===== src/rtl/alu64bit_arbiter.sv =====
// Round-robin sequencer that shares one combinational ALU among NREQ requesters,
// holding operands for SETTLE_CYCLES clocks and returning the result tagged with its id.
module alu64bit_arbiter #(
  parameter int NREQ          = 4,
  parameter int WIDTH         = 64,
  parameter int SETTLE_CYCLES = 2,
  parameter int IDW           = $clog2(NREQ)
) (
  input  logic                  clk,
  input  logic                  rst,
  input  logic [NREQ-1:0]       req_valid,
  output logic [NREQ-1:0]       req_ready,
  input  logic [NREQ*WIDTH-1:0] req_a,
  input  logic [NREQ*WIDTH-1:0] req_b,
  input  logic [NREQ-1:0]       req_cin,
  input  logic [NREQ*2-1:0]     req_op,
  output logic [WIDTH-1:0]      alu_a,
  output logic [WIDTH-1:0]      alu_b,
  output logic                  alu_cin,
  output logic [1:0]            alu_op,
  input  logic [WIDTH-1:0]      alu_s,
  input  logic                  alu_cout,
  output logic                  rsp_valid,
  input  logic                  rsp_ready,
  output logic [WIDTH-1:0]      rsp_s,
  output logic                  rsp_cout,
  output logic [IDW-1:0]        rsp_id,
  output logic                  busy,
  output logic [1:0]            dbg_state
);

  // Valid/ready: a transfer happens on a rising edge where both are high. A requester
  // holds valid and payload until it sees ready; the response is held until rsp_ready.
  localparam int CNTW = $clog2(SETTLE_CYCLES + 1);
  localparam int CW   = IDW + 1;

  typedef enum logic [1:0] {
    S_IDLE = 2'd0,
    S_EXEC = 2'd1,
    S_RESP = 2'd2
  } state_e;

  state_e           state_q, state_d;
  logic [IDW-1:0]   last_grant_q, last_grant_d;
  logic [IDW-1:0]   id_q, id_d;
  logic [CNTW-1:0]  cnt_q, cnt_d;
  logic [WIDTH-1:0] a_q, a_d;
  logic [WIDTH-1:0] b_q, b_d;
  logic             cin_q, cin_d;
  logic [1:0]       op_q, op_d;
  logic             rsp_valid_q, rsp_valid_d;
  logic [WIDTH-1:0] rsp_s_q, rsp_s_d;
  logic             rsp_cout_q, rsp_cout_d;
  logic             busy_q, busy_d;

  logic             win_found;
  logic [IDW-1:0]   win_idx;
  logic [CW-1:0]    cand;

  // Scan upward from the requester after the last grant, wrapping at NREQ.
  always_comb begin
    win_found = 1'b0;
    win_idx   = '0;
    cand      = '0;
    for (int k = 1; k <= NREQ; k++) begin
      cand = {1'b0, last_grant_q} + CW'(k);
      if (cand >= CW'(NREQ)) cand = cand - CW'(NREQ);
      if (!win_found && req_valid[cand[IDW-1:0]]) begin
        win_found = 1'b1;
        win_idx   = cand[IDW-1:0];
      end
    end
  end

  always_comb begin
    state_d      = state_q;
    last_grant_d = last_grant_q;
    id_d         = id_q;
    cnt_d        = cnt_q;
    a_d          = a_q;
    b_d          = b_q;
    cin_d        = cin_q;
    op_d         = op_q;
    rsp_valid_d  = rsp_valid_q;
    rsp_s_d      = rsp_s_q;
    rsp_cout_d   = rsp_cout_q;
    req_ready    = '0;
    unique case (state_q)
      S_IDLE: begin
        if (win_found && !rst) begin
          req_ready[win_idx] = 1'b1;
          a_d          = req_a[win_idx*WIDTH +: WIDTH];
          b_d          = req_b[win_idx*WIDTH +: WIDTH];
          cin_d        = req_cin[win_idx];
          op_d         = req_op[win_idx*2 +: 2];
          id_d         = win_idx;
          last_grant_d = win_idx;
          cnt_d        = CNTW'(SETTLE_CYCLES);
          state_d      = S_EXEC;
        end
      end
      S_EXEC: begin
        cnt_d = cnt_q - CNTW'(1);
        if (cnt_q == CNTW'(1)) begin
          rsp_s_d     = alu_s;
          rsp_cout_d  = alu_cout;
          rsp_valid_d = 1'b1;
          state_d     = S_RESP;
        end
      end
      S_RESP: begin
        if (rsp_ready) begin
          rsp_valid_d = 1'b0;
          state_d     = S_IDLE;
        end
      end
      default: state_d = S_IDLE;
    endcase
    busy_d = (state_d != S_IDLE);
  end

  always_ff @(posedge clk) begin
    if (rst) begin
      state_q      <= S_IDLE;
      last_grant_q <= IDW'(NREQ - 1);
      id_q         <= '0;
      cnt_q        <= '0;
      a_q          <= '0;
      b_q          <= '0;
      cin_q        <= 1'b0;
      op_q         <= '0;
      rsp_valid_q  <= 1'b0;
      rsp_s_q      <= '0;
      rsp_cout_q   <= 1'b0;
      busy_q       <= 1'b0;
    end else begin
      state_q      <= state_d;
      last_grant_q <= last_grant_d;
      id_q         <= id_d;
      cnt_q        <= cnt_d;
      a_q          <= a_d;
      b_q          <= b_d;
      cin_q        <= cin_d;
      op_q         <= op_d;
      rsp_valid_q  <= rsp_valid_d;
      rsp_s_q      <= rsp_s_d;
      rsp_cout_q   <= rsp_cout_d;
      busy_q       <= busy_d;
    end
  end

  assign alu_a     = a_q;
  assign alu_b     = b_q;
  assign alu_cin   = cin_q;
  assign alu_op    = op_q;
  assign rsp_valid = rsp_valid_q;
  assign rsp_s     = rsp_s_q;
  assign rsp_cout  = rsp_cout_q;
  assign rsp_id    = id_q;
  assign busy      = busy_q;
  assign dbg_state = state_q;

endmodule


===== config.mk =====
export PLATFORM = sky130hd
export DESIGN_NAME = alu64bit_arbiter
export DESIGN_NICKNAME = d
export VERILOG_FILES = /design/src/rtl/alu64bit_arbiter.sv
export SDC_FILE = /design/constraint.sdc
export NUM_CORES = 1
export LEC_CHECK = 0
export CORE_AREA = 5 5 307 309
export DETAILED_ROUTE_END_ITERATION = 12
export DIE_AREA = 0 0 312 314
export PLACE_DENSITY_LB_ADDON = 0.25
export SYNTH_ARGS = -nofsm -noshare
export SYNTH_HDL_FRONTEND = slang
export SYNTH_SLANG_ARGS = --single-unit

===== constraint.sdc =====
create_clock -name clk -period 3.5 [get_ports clk]
set_input_delay 0.7 -clock clk [delete_from_list [all_inputs] [get_ports clk]]
set_output_delay 0.7 -clock clk [all_outputs]
set_load 0.01 [all_outputs]

# [Word level (Yosys, flattened, before mapping)]
# Index checks and enable logic that the tools add are counted.
# Widths: inputs -> output; s select.
[op_classes] n_lt_le_gt_ge=10 n_eq_ne=6 n_mul=0 n_shift=3 n_addsub=9 mux=35 div=0 n_reduce_logical=17 n_bitwise=0
[op_table] cell="$shiftx 256x9->64" n=2
[op_table] cell="$mux 2" n=12
[op_table] cell="$lt 2x3->1 const B" n=5
[op_table] cell="$ge 3x3->1 const B" n=4
[op_table] cell="$mux 1" n=12
[op_table] cell="$bmux 1 s2" n=5
[op_table] cell="$sub 2x1->2 const B" n=5
[op_table] cell="$mux 4" n=2
[op_table] cell="$shiftx 8x4->2" n=1
[op_table] cell="$add 2x2->3 const B" n=2
[op_table] cell="$ne 2x2->1 const B" n=3
[op_table] cell="$pmux 2 s3" n=1
[op_table] cell="$reduce_and 2->1" n=3
[op_table] cell="$reduce_bool 2->1" n=3
[op_table] cell="$logic_and 1x1->1" n=5
[op_table] cell="$eq 2x1->1 const B" n=2
[op_table] cell="$logic_not 1->1" n=4
[op_table] cell="$pmux 2 s2" n=1
[op_table] cell="$add 2x1->3 const B" n=1
[op_table] cell="$add 2x3->3 const B" n=1
[op_table] cell="$reduce_and 3->1" n=1
[op_table] cell="$demux 1 s2" n=1
[op_table] cell="$eq 2x2->1 const B" n=1
[op_table] cell="$ge 2x1->1 const B" n=1
[op_table] cell="other kinds (2)" n=2
[word_totals] register_bits=206 n_memories=0 out_inout_bits=206 romBits=0 wordCells=92 latchBits=0 mem_bits_rw=0

# [Longest topological paths before layout]
[depth] word_depth=21 depth_mapped=7 mapped_depth_nobuf=6

# [Worst setup path before layout]
# OpenSTA, ideal clock, no wires.
[synth_timing] path_type="input to output" startpoint="in req_valid[2]" endpoint="out req_ready[1]" setup_slack_ns=0.841 arrival_ns=1.959 path_buffers=2 cell_stages=7 path_cell_list="nand2b_1 -> a21oi_1 -> a211o_1 -> clkbuf_1 -> buf_2 -> inv_1 -> nor3_1"
[synth_between] elab_chain_cells=18
[synth_lines] item="from (decl)" line_no="11" source="input logic [NREQ-1:0] req_valid,"
[synth_lines] item="$bmux 1 s2" line_no="68" source="if (!win_found && req_valid[cand[IDW-1:0]]) begin"
[synth_lines] item="$mux 1 (not written as such)" line_no="68"
[synth_lines] item="$mux 1" line_no="68"
[synth_lines] item="$logic_not 1->1" line_no="68"
[synth_lines] item="$logic_and 1x1->1" line_no="68"
[synth_lines] item="$mux 1" line_no="68"
[synth_lines] item="$logic_not 1->1" line_no="68"
[synth_lines] item="$logic_and 1x1->1" line_no="68"
[synth_lines] item="[... 2 more ...]"
[synth_lines] item="$logic_and 1x1->1" line_no="68"
[synth_lines] item="$mux 2" line_no="68"
[synth_lines] item="$lt 2x3->1 (not written as such) or $ge 2x1->1 (tied branches)" line_no="91" source="req_ready[win_idx] = 1'b1;"
[synth_lines] item="$logic_and 1x1->1 (not written as such)" line_no="91"
[synth_lines] item="$mux 1 (not written as such)" line_no="91"
[synth_lines] item="$demux 1 s2" line_no="91"
[synth_lines] item="$mux 4 *" line_no="90" source="if (win_found && !rst) begin"
[synth_lines] item="$mux 4 *" line_no="88" source="unique case (state_q)"
[synth_lines] item="to (decl)" line_no="12" source="output logic [NREQ-1:0] req_ready,"
# Every way passes the cells marked *; elsewhere a longest branch is shown, timed or not. The select of a mux whose other input is x is not followed.

# [Worst setup path after layout]
[layout_timing] startpoint="in req_valid[0]" endpoint="out req_ready[3]"
# The elaborated chain is that of the path after synthesis.

==> qor.txt <==
Status: complete, no violations
Port buffer count: 801
Area Overhead vs Synth: 90.34%
Synthesized instance count: 1526
TNS Setup: 0 ps
Die Ht: 314 microns
Post-route insts no fill: 3445
Layout Nets: 2830
Residual DRC: 0
Yosys warnings: 0
Async set or reset register ratio after synthesis: 0
Worst-path fanout max: 6
Num rows: 111
Worst-Margin Slew: 1349 ps
Core Box Area: 91110 sq um
Critical Path Source Type: primary input
Die W: 312 microns
Tcrit/Tclk final: 0.9769
Syn Std Cell Area: 11440 sq um
Clk slew on worst S/H paths: 50 ps
CP arrival: 2720 ps
Synth top area cells: dfxtp_1, nand2_1, a211oi_1
Number of synthesized flops with an enable pin: 0
Root Buffer: clkbuf_16
Peak VDD IR: 0.0003347 V
DR pass1 iterations: 5
Final GP Congestion: 0.8849
Initial antenna violation count: 8
Syn Area/Cell: 7.500 sq um
CP Class: in2out
Fin. Hold Viols: 0
Post-Place Setup Slack: 37.58 ps
Die area: 97970 sq um
Number of global-route vias before repair: 14220
Global route total overflow: 0
FILL cells: 9963
# setup viols final: 0
Post-synth top area cell: dfxtp_1
Top FF cell, synth: dfxtp_1
Skew-Pair Late Insertion Delay: 580 ps
Yosys top cell area share: 0.3603
Fin worst setup slack: 80.82 ps
CTS Sinks: 206
Wire per inst: 19.25 microns
Power Density: 426.5 nW/um^2
Hold_buf cts: 0
RSZ-0062 raised after global routing: no
Max-slew violations: 0
Inst Count DP: 3388
CTS Buffer Depth: 3
Min Clock Period, post-route: 3419 ps
H-tree Lvls: 1
Initial DRC count: 594
Final wirelength: 66320 microns
Inserted Clock Buffers: 29
CP required: 2800 ps
Worst setup EP type: output port
Share of cells above drive strength 1: 0.03771
GRT Total Usage: 0.1251
CTS tree: yes
Max_slew headroom: 0.1004
Final setup skew: 15.20 ps
Largest net degree at the start of global routing: 153
Worst hold-check path type: reg2reg
Routed vias/inst: 4.042
Cell variety after synth: 28
Routed vias: 13920
Starting Density: 0.1256
IO Count: 802
Seq/Total Area, Yosys: 0.3603
Antenna-violating nets left: 0
Global-route wire length before repair: 95230 microns
HPWL after DPL: 51170 microns
Net Count, Synth: 2123
Synth Register Bits: 206
Max cap viols: 0
Static Leak: 7.899 nW
Fmax: 292.5 MHz
-- Yosys cell counts, types with 6 or more instances --
cell type / count
buf_1: 8
buf_2: 37
nor2_1: 9
clkbuf_1: 109
o31ai_1: 131
and2_1: 11
a21oi_1: 71
o21ai_0: 6
and2_0: 121
nand2_1: 395
and3_1: 131
a211oi_1: 132
dfxtp_1: 206
nand3b_1: 132
-- per-stage QoR --
stage | hold WS [ps] | power [mW] | instance area (sq um) | util
after floorplan | 461.7 | 4.280 | 11440 | -
after global placement | 443.4 | 6.188 | 20740 | 0.2276
after detailed placement | 445.9 | 6.199 | 20740 | 0.2276
after CTS | 454.0 | 9.525 | 21760 | 0.2388
after global routing | 464.6 | 9.848 | 21780 | 0.2391
final | 452.5 | 9.291 | 21780 | 0.2391
-- state kept, by name, summed over array words and instances, names as in the netlist --
register and flops:
rsp_id 2, rsp_s 64, busy 1, rsp_valid 1, cnt_q 2, alu_cin 1, alu_b 64, dbg_state 2
alu_op 2, last_grant_q 2, alu_a 64, rsp_cout 1
-- area by class of cell --
class / instances / area [sq um] / share of cell area
sequential: 206 / 4124 / 0.1893
timing repair buffer: 830 / 8412 / 0.3862
multi-input combinational: 1162 / 6714 / 0.3082
clock inverter: 9 / 163.9 / 0.007524
clock buffer: 43 / 858.3 / 0.03940
antenna: 5 / 12.51 / 0.0005744
tap: 1186 / 1484 / 0.06812
inverter: 4 / 15.01 / 0.0006893
-- path summary, 6_finish.rpt --
path,startpoint,endpoint,slack [ps],cells after the start
setup / recovery,req_valid[0],req_ready[3],80,6
setup reg to reg,last_grant_q[0],alu_a[55],980,7
hold reg to reg,rsp_s[61],rsp_s[61],450,2
hold / removal,rsp_s[61],rsp_s[61],450,2
-- routing by layer --
| metal | share of wire | track usage |
|---|---|---|
| met4 | 0.030 | 0.03684 |
| met2 | 0.50 | 0.2228 |
| met1 | 0.39 | 0.1425 |
| met5 | 0.00015 | 0 |
| met3 | 0.085 | 0.04220 |
-- where the power goes --
part | switching, mW | leakage (nW) | internal, mW
Sequential | 0.169 | 1.69 | 2.64
Combinational | 1.57 | 5.70 | 1.72
Clock | 1.20 | 0.505 | 1.98
Total | 2.94 | 7.90 | 6.35
-- placed cells by master, fill, tap and decap left out, types with 13 or more instances in the layout --
master	count
clkbuf_16	29
buf_4	16
a21oi_1	71
and2_0	121
dfxtp_1	206
nand3b_1	132
buf_12	13
o31ai_1	131
a211oi_1	132
nand2_1	394
clkdlybuf4s50_1	795
and3_1	131
-- worst max-delay path: stages --
cell and delay (ps):
clkdlybuf4s50_1 530, nor4_1 70, buf_4 150, or4_4 490, nor3_1 180, clkdlybuf4s50_1 580
-- what timing repair did --
item,in CTS,in global routing
gates resized for setup,0,5
setup buffers,0,0
hold endpoints to repair,0,0
setup endpoints to repair,0,4
-- cells by family after synthesis --
kind of cell,after synthesis,share of synthesized area
AOI/OAI and AO/OA,345,0.2102
and+or+nand+nor,816,0.3725
adders and majority gates,1,0.001093
DFF,206,0.3603
buffers and inverters,158,0.05587
No activity file was read; power rests on OpenSTA's default activity.
